`src/rtl/rsa_modexp_decrypt_if.sv`:
```
// Request/result bundle between the ciphertext/key source and the RSA decryption engine.
interface rsa_modexp_decrypt_if #(
  parameter int W = 24
);
  logic         start;
  logic [W-1:0] c;
  logic [W-1:0] d;
  logic [W-1:0] n;
  logic [W-1:0] m;
  logic         busy;
  logic         done;
  logic         err;

  modport master (output start, c, d, n, input  m, busy, done, err);
  modport slave  (input  start, c, d, n, output m, busy, done, err);
endinterface

```
`src/rtl/rsa_modexp_decrypt.sv`:
```
// RSA decryption engine: m = c^d mod n by left-to-right square-and-multiply
// over a bit-serial interleaved modular multiplier, one multiplier step per clock.
module rsa_modexp_decrypt #(
  parameter int W = 24
) (
  input  logic                 clk,
  input  logic                 rst,
  rsa_modexp_decrypt_if.slave  bus
);
  localparam int IW = $clog2(W);

  typedef enum logic [2:0] {S_IDLE, S_ERR, S_SQR, S_MUL, S_DONE} state_t;

  state_t        r_state, w_next;
  logic [W-1:0]  r_c, r_d, r_n, r_acc, r_m;
  logic [W+1:0]  r_r;
  logic [IW-1:0] r_i, r_k;
  logic          r_busy, r_done, r_err;

  logic          w_op_err, w_last, w_finish, w_k_dec, w_bit;
  logic [W-1:0]  w_b;
  logic [W+1:0]  w_n_ext, w_sum, w_sub1, w_sub2;

  assign w_op_err = (bus.n < W'(2)) || (bus.c >= bus.n);
  assign w_last   = (r_i == '0);

  // One interleaved step: R = 2R + b[i]*a, then up to two conditional
  // subtractions; 2R + a < 3n, so the result is back below n.
  assign w_b     = (r_state == S_MUL) ? r_c : r_acc;
  assign w_bit   = w_b[r_i];
  assign w_n_ext = {2'b00, r_n};
  assign w_sum   = (r_r << 1) + (w_bit ? {2'b00, r_acc} : '0);
  assign w_sub1  = (w_sum  >= w_n_ext) ? (w_sum  - w_n_ext) : w_sum;
  assign w_sub2  = (w_sub1 >= w_n_ext) ? (w_sub1 - w_n_ext) : w_sub1;

  always_ff @(posedge clk or posedge rst) begin
    if (rst) r_state <= S_IDLE;
    else     r_state <= w_next;
  end

  always_comb begin
    // NOTE: every output of this block gets a default first, so no path leaves
    // one unassigned and no latch is inferred.
    w_next   = r_state;
    w_finish = 1'b0;
    w_k_dec  = 1'b0;
    case (r_state)
      S_IDLE: if (bus.start) w_next = w_op_err ? S_ERR : S_SQR;
      S_ERR:  w_next = S_DONE;
      S_SQR: begin
        if (w_last) begin
          if (r_d[r_k]) begin
            w_next = S_MUL;
          end else if (r_k == '0) begin
            w_next   = S_DONE;
            w_finish = 1'b1;
          end else begin
            w_k_dec = 1'b1;
          end
        end
      end
      S_MUL: begin
        if (w_last) begin
          if (r_k == '0) begin
            w_next   = S_DONE;
            w_finish = 1'b1;
          end else begin
            w_next  = S_SQR;
            w_k_dec = 1'b1;
          end
        end
      end
      S_DONE:  w_next = S_IDLE;
      default: w_next = S_IDLE;
    endcase
  end

  // NOTE: all state below uses non-blocking assignments so every register
  // samples pre-edge values, independent of statement order.
  always_ff @(posedge clk or posedge rst) begin
    if (rst) begin
      r_c    <= '0;
      r_d    <= '0;
      r_n    <= '0;
      r_acc  <= '0;
      r_m    <= '0;
      r_r    <= '0;
      r_i    <= '0;
      r_k    <= '0;
      r_busy <= 1'b0;
      r_done <= 1'b0;
      r_err  <= 1'b0;
    end else begin
      r_done <= 1'b0;
      case (r_state)
        S_IDLE: begin
          if (bus.start) begin
            r_c    <= bus.c;
            r_d    <= bus.d;
            r_n    <= bus.n;
            r_err  <= 1'b0;
            r_busy <= 1'b1;
            r_acc  <= W'(1);
            r_r    <= '0;
            r_i    <= IW'(W - 1);
            r_k    <= IW'(W - 1);
          end
        end
        S_ERR: begin
          r_err  <= 1'b1;
          r_m    <= '0;
          r_done <= 1'b1;
          r_busy <= 1'b0;
        end
        S_SQR, S_MUL: begin
          if (w_last) begin
            r_acc <= w_sub2[W-1:0];
            r_r   <= '0;
            r_i   <= IW'(W - 1);
            if (w_k_dec) r_k <= r_k - 1'b1;
            if (w_finish) begin
              r_m    <= w_sub2[W-1:0];
              r_done <= 1'b1;
              r_busy <= 1'b0;
            end
          end else begin
            r_r <= w_sub2;
            r_i <= r_i - 1'b1;
          end
        end
        default: ;
      endcase
    end
  end

  assign bus.m    = r_m;
  assign bus.busy = r_busy;
  assign bus.done = r_done;
  assign bus.err  = r_err;
endmodule

```
`src/flat_wrapper.sv`:
```
// flat-port wrapper written by rule: the top's interface ports become plain ports
module rsa_modexp_decrypt_flat 
#(
  parameter int W = 24
)
  (clk, rst, bus_start, bus_c, bus_d, bus_n, bus_m, bus_busy, bus_done, bus_err);
  rsa_modexp_decrypt_if #(.W(W)) bus_i ();
  input  logic clk;
  input  logic rst;
  input wire logic [$bits(bus_i.start)-1:0] bus_start;
  input wire logic [$bits(bus_i.c)-1:0] bus_c;
  input wire logic [$bits(bus_i.d)-1:0] bus_d;
  input wire logic [$bits(bus_i.n)-1:0] bus_n;
  output wire logic [$bits(bus_i.m)-1:0] bus_m;
  output wire logic [$bits(bus_i.busy)-1:0] bus_busy;
  output wire logic [$bits(bus_i.done)-1:0] bus_done;
  output wire logic [$bits(bus_i.err)-1:0] bus_err;
  assign bus_i.start = bus_start;
  assign bus_i.c = bus_c;
  assign bus_i.d = bus_d;
  assign bus_i.n = bus_n;
  assign bus_m = bus_i.m;
  assign bus_busy = bus_i.busy;
  assign bus_done = bus_i.done;
  assign bus_err = bus_i.err;
  rsa_modexp_decrypt #(.W(W)) u_core (.clk(clk), .rst(rst), .bus(bus_i));
endmodule
```
`config.mk`:
```
export PLATFORM = sky130hd
export DESIGN_NAME = rsa_modexp_decrypt_flat
export DESIGN_NICKNAME = d
export VERILOG_FILES = /design/src/rtl/rsa_modexp_decrypt_if.sv /design/src/rtl/rsa_modexp_decrypt.sv /design/src/flat_wrapper.sv
export SDC_FILE = /design/constraint.sdc
export NUM_CORES = 1
export LEC_CHECK = 0
export CORE_MARGIN = 4
export CORE_UTILIZATION = 64
export CTS_CLUSTER_SIZE = 28
export DETAILED_ROUTE_END_ITERATION = 6
export PLACE_DENSITY_LB_ADDON = 0.1
export SYNTH_ARGS = -nofsm -noshare
export SYNTH_HDL_FRONTEND = slang
export SYNTH_SLANG_ARGS = --single-unit
```
`constraint.sdc`:
```
create_clock -name clk -period 14.24 [get_ports clk]
set_clock_uncertainty 0.2 [all_clocks]
set_input_delay 2.848 -clock clk [delete_from_list [all_inputs] [get_ports clk]]
set_output_delay 2.848 -clock clk [all_outputs]
set_load 0.01 [all_outputs]
```
Yosys cells after proc, flatten, opt, wreduce, memory -nomap -nowiden
Cells that the tools add are included. W data, S select, Z words.

Register bits after elaboration: 161. Bits of input ports: 75. Output and inout port bits: 27. Logic and storage cells: 100.

$add $sub $neg: 5. Eq/ne operators: 10. Order comparisons: 6. Muxes and demuxes: 50. Reductions and logical operators: 17.

Operator list (count): $mux W24 (6); $pmux W24 S2 (2); $mux W25 (3); $ge A26 B24 Y1 (2); $pmux W25 S2 (1); $add A26 B24 Y26 (1); $mux W26 (1); $sub A26 B24 Y26 (1); $sub A25 B24 Y25 (1); $ge A24 B24 Y1 (1); $lt A24 B2 Y1 const B (1); $mux W5 (4); $pmux W5 S2 (2); $mux W3 (6); $mux W1 (16); $lt A5 B6 Y1 const B (2); $pmux W3 S4 (1); $reduce_and A4 Y1 (3); $bmux W1 S5 (2); $logic_not A5 Y1 (2); $ne A2 B1 Y1 const B (5); $sub A5 B1 Y5 const B (2); $pmux W1 S2 (4); $eq A3 B2 Y1 const B (2); other kinds (12) (17).

Logic depth before layout (Yosys ltp)
Gate-level depths: netlist of the first run.

Depth in word-level cells: 13. Depth in mapped cells: 43. Depth with buffers taken out: 38.

Least setup slack after synthesis of the first run
Ideal clock, no wire load.

Kind: register to register. Start point: register u_core.r_state[1]. End point: register u_core.r_m[15], in the netlist u_core.bus.m[15]. Cell stages (with the launch flop): 40. Arrival: 8660 ps. Required time: 13885 ps. Clock period less this slack: 9015 ps. Path buffers: 7. Path slack: 5225 ps. Library setup time: 155 ps. Cell sequence: dfrtp_1 > clkbuf_1 > nand3b_1 > buf_2 > mux4_2 > mux4_2 > a21o_1 > mux2i_1 > clkbuf_1 > nor2_1 > ha_1 > a21o_1 > a2111oi_4 > o21bai_1 > o21ai_0 > xor2_1 > ha_1 > clkbuf_1 > (+4 left out) > nor2_1 > o211ai_1 > or3_1 > buf_2 > buf_2 > mux2i_1 > inv_1 > ha_1 > a21o_1 > o21ai_1 > a21oi_1 > a311oi_2 > o21bai_1 > a211oi_1 > o211ai_1 > clkbuf_1 > nor2_1 > o311ai_0.

Longest elaborated chain between the ends: 13. Elaborated cells between the ends (all ways): 23. Those cells by class: add/sub (3); order compare (2); eq/ne (5); mux (10); reduce/logical (3).

Ends and longest elaborated chain: from (decl) (line rsa_modexp_decrypt.sv:14) `state_t r_state, w_next;`; from (signal assigned) (line rsa_modexp_decrypt.sv:38) `else r_state <= w_next;`; $eq A3 B2 Y1 (line rsa_modexp_decrypt.sv:29, rsa_modexp_decrypt.sv:47, rsa_modexp_decrypt.sv:95); $mux W24 (line rsa_modexp_decrypt.sv:29) `assign w_b = (r_state == S_MUL) ? r_c : r_acc;`; $bmux W1 S5 (line rsa_modexp_decrypt.sv:30) `assign w_bit = w_b[r_i];`; $mux W1 (not written as such) (line rsa_modexp_decrypt.sv:30); $mux W24 (line rsa_modexp_decrypt.sv:32) `assign w_sum = (r_r << 1) + (w_bit ? {2'b00, r_acc} : '0);`; $add A26 B24 Y26 (line rsa_modexp_decrypt.sv:32); $sub A26 B24 Y26 or $ge A26 B24 Y1 (tied branches) (line rsa_modexp_decrypt.sv:33) `assign w_sub1 = (w_sum >= w_n_ext) ? (w_sum - w_n_ext) : w_sum;`; $mux W26 (line rsa_modexp_decrypt.sv:33); $sub A25 B24 Y25 or $ge A26 B24 Y1 (tied branches) (line rsa_modexp_decrypt.sv:34) `assign w_sub2 = (w_sub1 >= w_n_ext) ? (w_sub1 - w_n_ext) : w_sub1;`; $mux W25 (line rsa_modexp_decrypt.sv:34); $mux W24 (line rsa_modexp_decrypt.sv:121) `if (w_finish) begin`; $mux W24 (line rsa_modexp_decrypt.sv:116) `if (w_last) begin`; $pmux W24 S2 (line rsa_modexp_decrypt.sv:95) `case (r_state)`; to (signal assigned) (line rsa_modexp_decrypt.sv:122) `r_m <= w_sub2[W-1:0];`; to (decl) (line rsa_modexp_decrypt.sv:15) `logic [W-1:0] r_c, r_d, r_n, r_acc, r_m;`.

Several ways; a longest one is shown, not always the timed one. The select of a mux whose other input is x is not followed. A chain may end at the register's enable or synchronous reset.

Worst setup path after layout of the first run
Start point: register u_core.r_state[0]. End point: register u_core.r_m[18], in the netlist u_core.bus.m[18].

The elaborated chain is that of the path after synthesis.

==> flow_summary_export.csv, run 1 <==
group,metric,value,unit
route,num_vias,11468,
global_route,grt_pass1_wl,58.48,mm
clocking,cts_root_buf,"clkbuf_16",
synthesis,ys_seq_area_share,33.31,%
power_and_ir_drop,max-vdd-ir-drop,77.73,uV
power_and_ir_drop,clkPwrFrac,47.3,%
synthesis,synth_simple_gate_area_share,18.75,%
critical_path,end_kind,"flop",
critical_path,path_max_fanout,40,
clocking,cts_resized,0,
synthesis,synth-main-ff-cell,"dfrtp_1",
power_and_ir_drop,leakage,6.906,nW
critical_path,cp_top_family,"simple AND/OR/NAND/NOR gates",
clocking,postCtsSetupBuffers,0,
sta,maxSlewHeadroom,12.06,%
sta,worstMarginPinSlew,1.286,ns
placement,portBuffers,101,
clocking,hold_buffers,0,
synthesis,async_flop_share,100.0,%
flow_run,drv_cap,0,
synthesis,syn-cell-area,0.01210,mm2
critical_path,slowest_stage,"or3_1",
worst_hold_path,hp-class,"flop to flop",
route,drtIter0Drc,1025,
synthesis,yosys_warnings,0,
synthesis,synth_edf_count,0,
route,ant_nets,0,
synthesis,syn-num-nets,1609,
sta,grt_setup_unrepaired,"false",
critical_path,arrival,11.65,ns
sta,final-setup-viol-count,0,
power_and_ir_drop,intPower,0.7353,mW
cells_and_area,drive_gt1_share,6.337,%
power_and_ir_drop,swShare,23.79,%
placement,dp.cells,1717,
run_status,status,"finished with violations",
run_status,violations,"design-rule violations",
floorplanning,fp.dieH,145.5,um
cells_and_area,area_delta_synth_final,14.45,%
global_route,grtUsageTotal,34.43,%
critical_path,max_stage_delay,0.88,ns
floorplanning,coreArea,0.01864,mm2
sta,fmax,86.22,MHz
global_route,grt_antenna_before_repair,0,
floorplanning,die_w,145.5,um
placement,dp_hpwl,27.70,mm
critical_path,path_class,"flop to flop",
synthesis,syn_inst,1434,
clocking,tritoncts,"done",
synthesis,synth.area.mux_share,5.978,%
clocking,clock_latency,0.42,ns
sta,drv_slew,0,
sta,post-route-period-util,81.44,%
global_route,grt_max_degree,98,
power_and_ir_drop,power_frac_comb,5.3,%
critical_path,worstSetupStartpointType,"flop",
floorplanning,rows,50,
synthesis,synthXorXnorAreaFrac,4.334,%
cells_and_area,final_core_util,74.26,%
synthesis,synth_top_family_by_area,"compound AO/OA/AOI/OAI gates",
sta,tns,0,ns
synthesis,ys_ff_latch,161,
route,drc,2,
power_and_ir_drop,p_switching,0.2296,mW
clocking,cts_sinks,161,
floorplanning,pin_count,102,
clocking,clk_pin_slew,0.07,ns
sta,hold_viol,0,
synthesis,yosys.area_share.adder,10.53,%
route,vias_per_cell,6.557,
cells_and_area,antennaDiodeCount,0,
route,wire_per_inst,21.12,um
power_and_ir_drop,seq_power_share,47.4,%
route,dr.pass1.iters,7,
synthesis,synth-compound-area-share,21.33,%
critical_path,critPathBufInv,3,
placement,gp_congestion,0.9585,
cells_and_area,nets,1677,
power_and_ir_drop,p_per_area,69.70,mW/mm2
sta,finalCriticalPeriod,11.60,ns
clocking,cts_buffers,17,
critical_path,cp.required,14.29,ns
cells_and_area,fin_cells,1749,
global_route,grt_pass1_vias,11206,
route,finalWirelength,36.95,mm
cells_and_area,fill_cells,1395,
floorplanning,start_util,64.89,%
clocking,clock_path_buffers,2,
synthesis,avgSynthCellArea,8.436,um2
clocking,h-tree-depth,4,
floorplanning,die-area,0.02116,mm2
global_route,gr-total-overflow,0,
synthesis,synth_cell_type_count,70,
critical_path,crit_top_cell,"nor2_1",
worst min-delay path, stage by stage, from the launching register on:
cell and delay, ns:
dfrtp_1 0.34, nand2_1 0.05, nand2_1 0.06
cells by family after synthesis:
group           Yosys count
xor+xnor                 59
mux                      46
fa+ha+maj               100
simple gates            515
flops                   161
compound gates          372
buf+inv                 181
state kept, by name (all words and copies together), names as in the netlist:
register and flops:
u_core.r_n 24, u_core.r_k 5, u_core.bus.m 24, u_core.bus.busy 1, u_core.bus.err 1, u_core.r_i 5
u_core.r_r 25, u_core.r_state 3, u_core.r_c 24, u_core.bus.done 1, u_core.r_acc 24, u_core.r_d 24
cell usage in the layout (no fill, tap or decap), types with 6 or more instances in the layout:
cell type        synthesis  final
clkbuf_16                0     17
dfrtp_1                161    161
mux2_2                   6      6
o211ai_1                26     26
a211oi_1                 9      9
nand3_1                 33     33
o21a_1                  12     12
o311ai_0                 9      9
or2_2                    6      6
mux4_2                  20     20
a221o_1                  7      7
nor2_1                 111    109
inv_6                    0      7
xnor2_1                 35     35
inv_1                  114    113
o31ai_1                  6      6
a31oi_1                  7      7
nor4_1                  13     13
mux2i_1                 19     18
o21bai_1                 8      8
xor2_1                  23     23
nand4_1                 20     20
and3_1                  13     13
nand2b_1                15     15
nor2b_1                  8      8
clkdlybuf4s50_1          0    101
ha_1                    97     97
buf_4                    1     14
o21ai_0                 92     92
a32o_1                  33     33
a21oi_1                 66     66
nor3_1                  22     21
nand2_1                251    251
a21o_1                  45     45
and2_1                   6      6
stage by stage:
step	power [mW]	hold WS, ns	instance area, um2	worst slack (ns)
final	0.9649	0.2743	13840	2.642
after detailed placement	0.5162	0.2581	13260	2.902
after CTS	0.9650	0.2742	13840	2.858
after floorplan	0.4849	0.2403	12100	5.225
after global routing	0.9912	0.2961	13840	1.770
after global placement	0.5157	0.2534	13260	3.110
synth_stat cells, drive strengths merged, types with 33 or more instances:
cell type  instances  share of area [%]
nand2            251                7.8
dfrtp            161                 33
inv              115                3.6
nor2             111                3.4
o21ai             98                4.1
ha                97                 10
a21oi             66                2.7
clkbuf            51                1.6
a21o              45                2.8
xnor2             36                2.7
a32o              33                2.7
nand3             33                1.4
final timing paths:
path	startpoint	to	slack, ns	cells past startpoint
worst max-delay path	u_core.r_state[0]	u_core.bus.m[18]	2.64	38
worst min-delay path	u_core.r_d[2]	u_core.r_d[2]	0.27	2
worst max register to register	u_core.r_state[0]	u_core.bus.m[18]	2.64	38
worst min register to register	u_core.r_d[2]	u_core.r_d[2]	0.27	2
max in group asynchronous	rst	u_core.r_c[4]	9.63	3
min in group asynchronous	rst	u_core.bus.busy	2.76	2
power groups by stage:
| stage | logic [mW] | registers [mW] | clock network [mW] |
|---|---|---|---|
| finish | 0.0510 | 0.457 | 0.457 |
| global route | 0.0565 | 0.457 | 0.478 |
| CTS | 0.0514 | 0.457 | 0.456 |
| detailed placement | 0.0504 | 0.466 | 0 |
| global placement | 0.0499 | 0.466 | 0 |
| floorplan | 0.0189 | 0.466 | 0 |
metal layers:
metal | track usage, % | part of all wire [%] | vias up | wire, um
li1 | - | - | 5260 | -
met1 | 45.29 | 40 | 5478 | 14610
met2 | 55.18 | 46 | 586 | 17170
met3 | 4.796 | 7.7 | 144 | 2846
met4 | 19.42 | 6.3 | 0 | 2317
met5 | 0 | 0 | - | 0
layout make-up:
| cell class | instances | area [um2] | area share (%) |
|---|---|---|---|
| Multi-Input combinational cell | 1092 | 7388 | 53.37 |
| Sequential cell | 161 | 4029 | 29.10 |
| Timing Repair Buffer | 115 | 1116 | 8.061 |
| Clock buffer | 18 | 439.2 | 3.172 |
| Inverter | 115 | 436.7 | 3.154 |
| Tap cell | 234 | 292.8 | 2.115 |
| Clock inverter | 14 | 142.6 | 1.030 |
No activity file was read; power rests on OpenSTA's default activity.
==> inputs of run 2 (changes only) <==
- CORE_UTILIZATION: 64 -> 54
- clock period: 14.24 -> 10.6 ns (I/O delays scaled with it)
==> run 2 against run 1 <==
Net effect:
- the flow now finishes without violations
- combinational power up 34%
- die area increased by 17%
- clock power is 34% higher
- critical endpoint is now u_core.bus.m[13]
==> flow_summary_export.csv, run 2 (synthesis gave the netlist of run 1 again) <==
group,metric,value,unit
run_status,status,"finished clean",
placement,portBuffers,101,
placement,dp_hpwl,29.09,mm
floorplanning,fp.dieH,157.7,um
sta,final-setup-viol-count,0,
clocking,clock_path_buffers,2,
cells_and_area,nets,1688,
flow_run,drv_cap,0,
cells_and_area,largest-register,"u_core.r_r",
critical_path,r2r_setup_slack,0.73,ns
floorplanning,rows,54,
clocking,cts_buffers,17,
route,dr.pass1.iters,6,
sta,drv_slew,0,
clocking,clk_pin_slew,0.07,ns
global_route,grt_pass1_wl,58.13,mm
route,finalWirelength,37.69,mm
clocking,h-tree-depth,4,
placement,gp_congestion,0.9876,
route,drc,0,
critical_path,end_kind,"flop",
critical_path,crit_start,"u_core.r_i[1]",
placement,pre_cts_ws,0.1691,ns
power_and_ir_drop,p_per_area,92.51,mW/mm2
critical_path,cp_top_family,"simple AND/OR/NAND/NOR gates",
cells_and_area,area_delta_synth_final,15.88,%
power_and_ir_drop,max-vdd-ir-drop,90.90,uV
floorplanning,start_util,55.09,%
floorplanning,die-area,0.02486,mm2
sta,grt_setup_unrepaired,"false",
worst_hold_path,hp-class,"flop to flop",
sta,worstMarginPinSlew,1.088,ns
route,wire_per_inst,20.87,um
cells_and_area,drive_gt1_share,7.274,%
cells_and_area,largest_reg_flops,25,
critical_path,path_class,"flop to flop",
critical_path,setup.worst_path.end,"u_core.bus.m[13]",
sta,post-route-period-util,93.09,%
cells_and_area,antennaDiodeCount,0,
route,num_vias,11181,
global_route,grtUsageTotal,30.14,%
critical_path,path_max_fanout,14,
critical_path,r2r-end,"u_core.bus.m[13]",
route,vias_per_cell,6.191,
cells_and_area,layout_commonest_cell,"nand2_1",
power_and_ir_drop,leakage,6.952,nW
floorplanning,coreArea,0.02196,mm2
sta,maxSlewHeadroom,27.38,%
critical_path,cp.required,10.67,ns
clocking,hold_buffers,0,
critical_path,slowest_stage,"nor4_1",
sta,finalCriticalPeriod,9.868,ns
critical_path,arrival,9.94,ns
floorplanning,pin_count,102,
sta,tns,0,ns
floorplanning,die_w,157.7,um
cells_and_area,final_cell_mix,"nand2_1 (251), dfrtp_1 (161), inv_1 (113)",
critical_path,max_stage_delay,0.57,ns
sta,postLayoutSetupSlackWorst,0.7322,ns
route,ant_nets,0,
global_route,grt_max_degree,108,
sta,fmax,101.3,MHz
critical_path,reg2regPathDepth,34,
clocking,cts_root_buf,"clkbuf_16",
global_route,gr-total-overflow,0,
global_route,grt_antenna_before_repair,0,
route,drtIter0Drc,889,
critical_path,worstSetupStartpointType,"flop",
global_route,grt_pass1_vias,10750,
power_and_ir_drop,fin_total_pwr,1.297,mW
critical_path,critPathBufInv,4,
clocking,tritoncts,"done",
sta,hold_viol,0,
clocking,clock_latency,0.43,ns
critical_path,path_depth,34,
clocking,cts_sinks,161,
critical_path,r2r_start,"u_core.r_i[1]",
[run 2: cell types whose count changed in the layout (fill, tap and decap cells not counted), moves of 2 or more]
| cell | before | now |
|---|---|---|
| clkbuf_1 | 0 | 3 |
| buf_4 | 14 | 24 |
| inv_6 | 7 | 3 |
| clkinv_4 | 1 | 4 |
| nor2_2 | 1 | 3 |
| nor2_1 | 109 | 107 |
| mux2i_1 | 18 | 15 |
| mux2i_2 | 1 | 4 |
| inv_8 | 3 | 0 |
[run 2: routing by layer]
metal / global-route usage [%] / vias to the layer above / wire [um]
li1: - / 5264 / -
met1: 41.37 / 5358 / 16300
met2: 46.29 / 465 / 16980
met3: 5.112 / 94 / 2479
met4: 14.95 / 0 / 1941
met5: 0 / - / 0
[run 2: cell type report]
type | instances | area [um2]
clock buffers | 21 | 450.4
inverters | 115 | 439.2
flip-flops and latches | 161 | 4029
repair buffers | 126 | 1205
multi-input cells | 1092 | 7413
fillers | 1941 | 7941
well taps | 280 | 350.3
clock inverters | 11 | 130.1
[run 2: power by group]
part	total, mW	internal [mW]	switching [mW]
Sequential	0.614	0.614	0
Combinational	0.0685	0.0349	0.0336
Clock	0.614	0.355	0.259
[run 2: worst min path at each step]
stage          slack [ns]  cells past startpoint           start        endpoint
3_5_place_dp         0.26                      2   u_core.r_d[3]   u_core.r_d[3]
3_3_place_gp         0.25                      2  u_core.r_d[14]  u_core.r_d[14]
6_report             0.28                      2  u_core.r_d[12]  u_core.r_d[12]
5_1_grt              0.29                      2  u_core.r_d[20]  u_core.r_d[20]
2_1_floorplan        0.24                      2  u_core.r_c[11]  u_core.r_c[11]
4_1_cts              0.28                      2   u_core.r_d[3]   u_core.r_d[3]
[run 2: what timing repair did]
| action | CTS | global route |
|---|---|---|
| setup endpoints to repair | 0 | 73 |
| setup buffers | 0 | 1 |
| gates resized for setup | 0 | 9 |
[run 2: metrics by stage]
stage	area, um2	std cells	hold WS [ns]	util [%]
after floorplan	12100	1434	0.2403	-
after global placement	13400	1773	0.2535	61.01
after detailed placement	13400	1773	0.2614	61.01
after CTS	13980	1805	0.2778	63.66
after global routing	14020	1806	0.2925	63.83
final	14020	1806	0.2774	63.83
[run 2: worst reg2reg max path: cells and delay by family (launching register included)]
kind	cells	cell delay [ns]
XOR/XNOR	1	0.17
multiplexers	4	1.65
AND/OR/NAND/NOR	10	2.94
buffers and inverters	4	0.59
AO/OA/AOI/OAI	11	2.21
adder cells (fa/ha/maj)	4	1.43
flip-flops	1	0.54
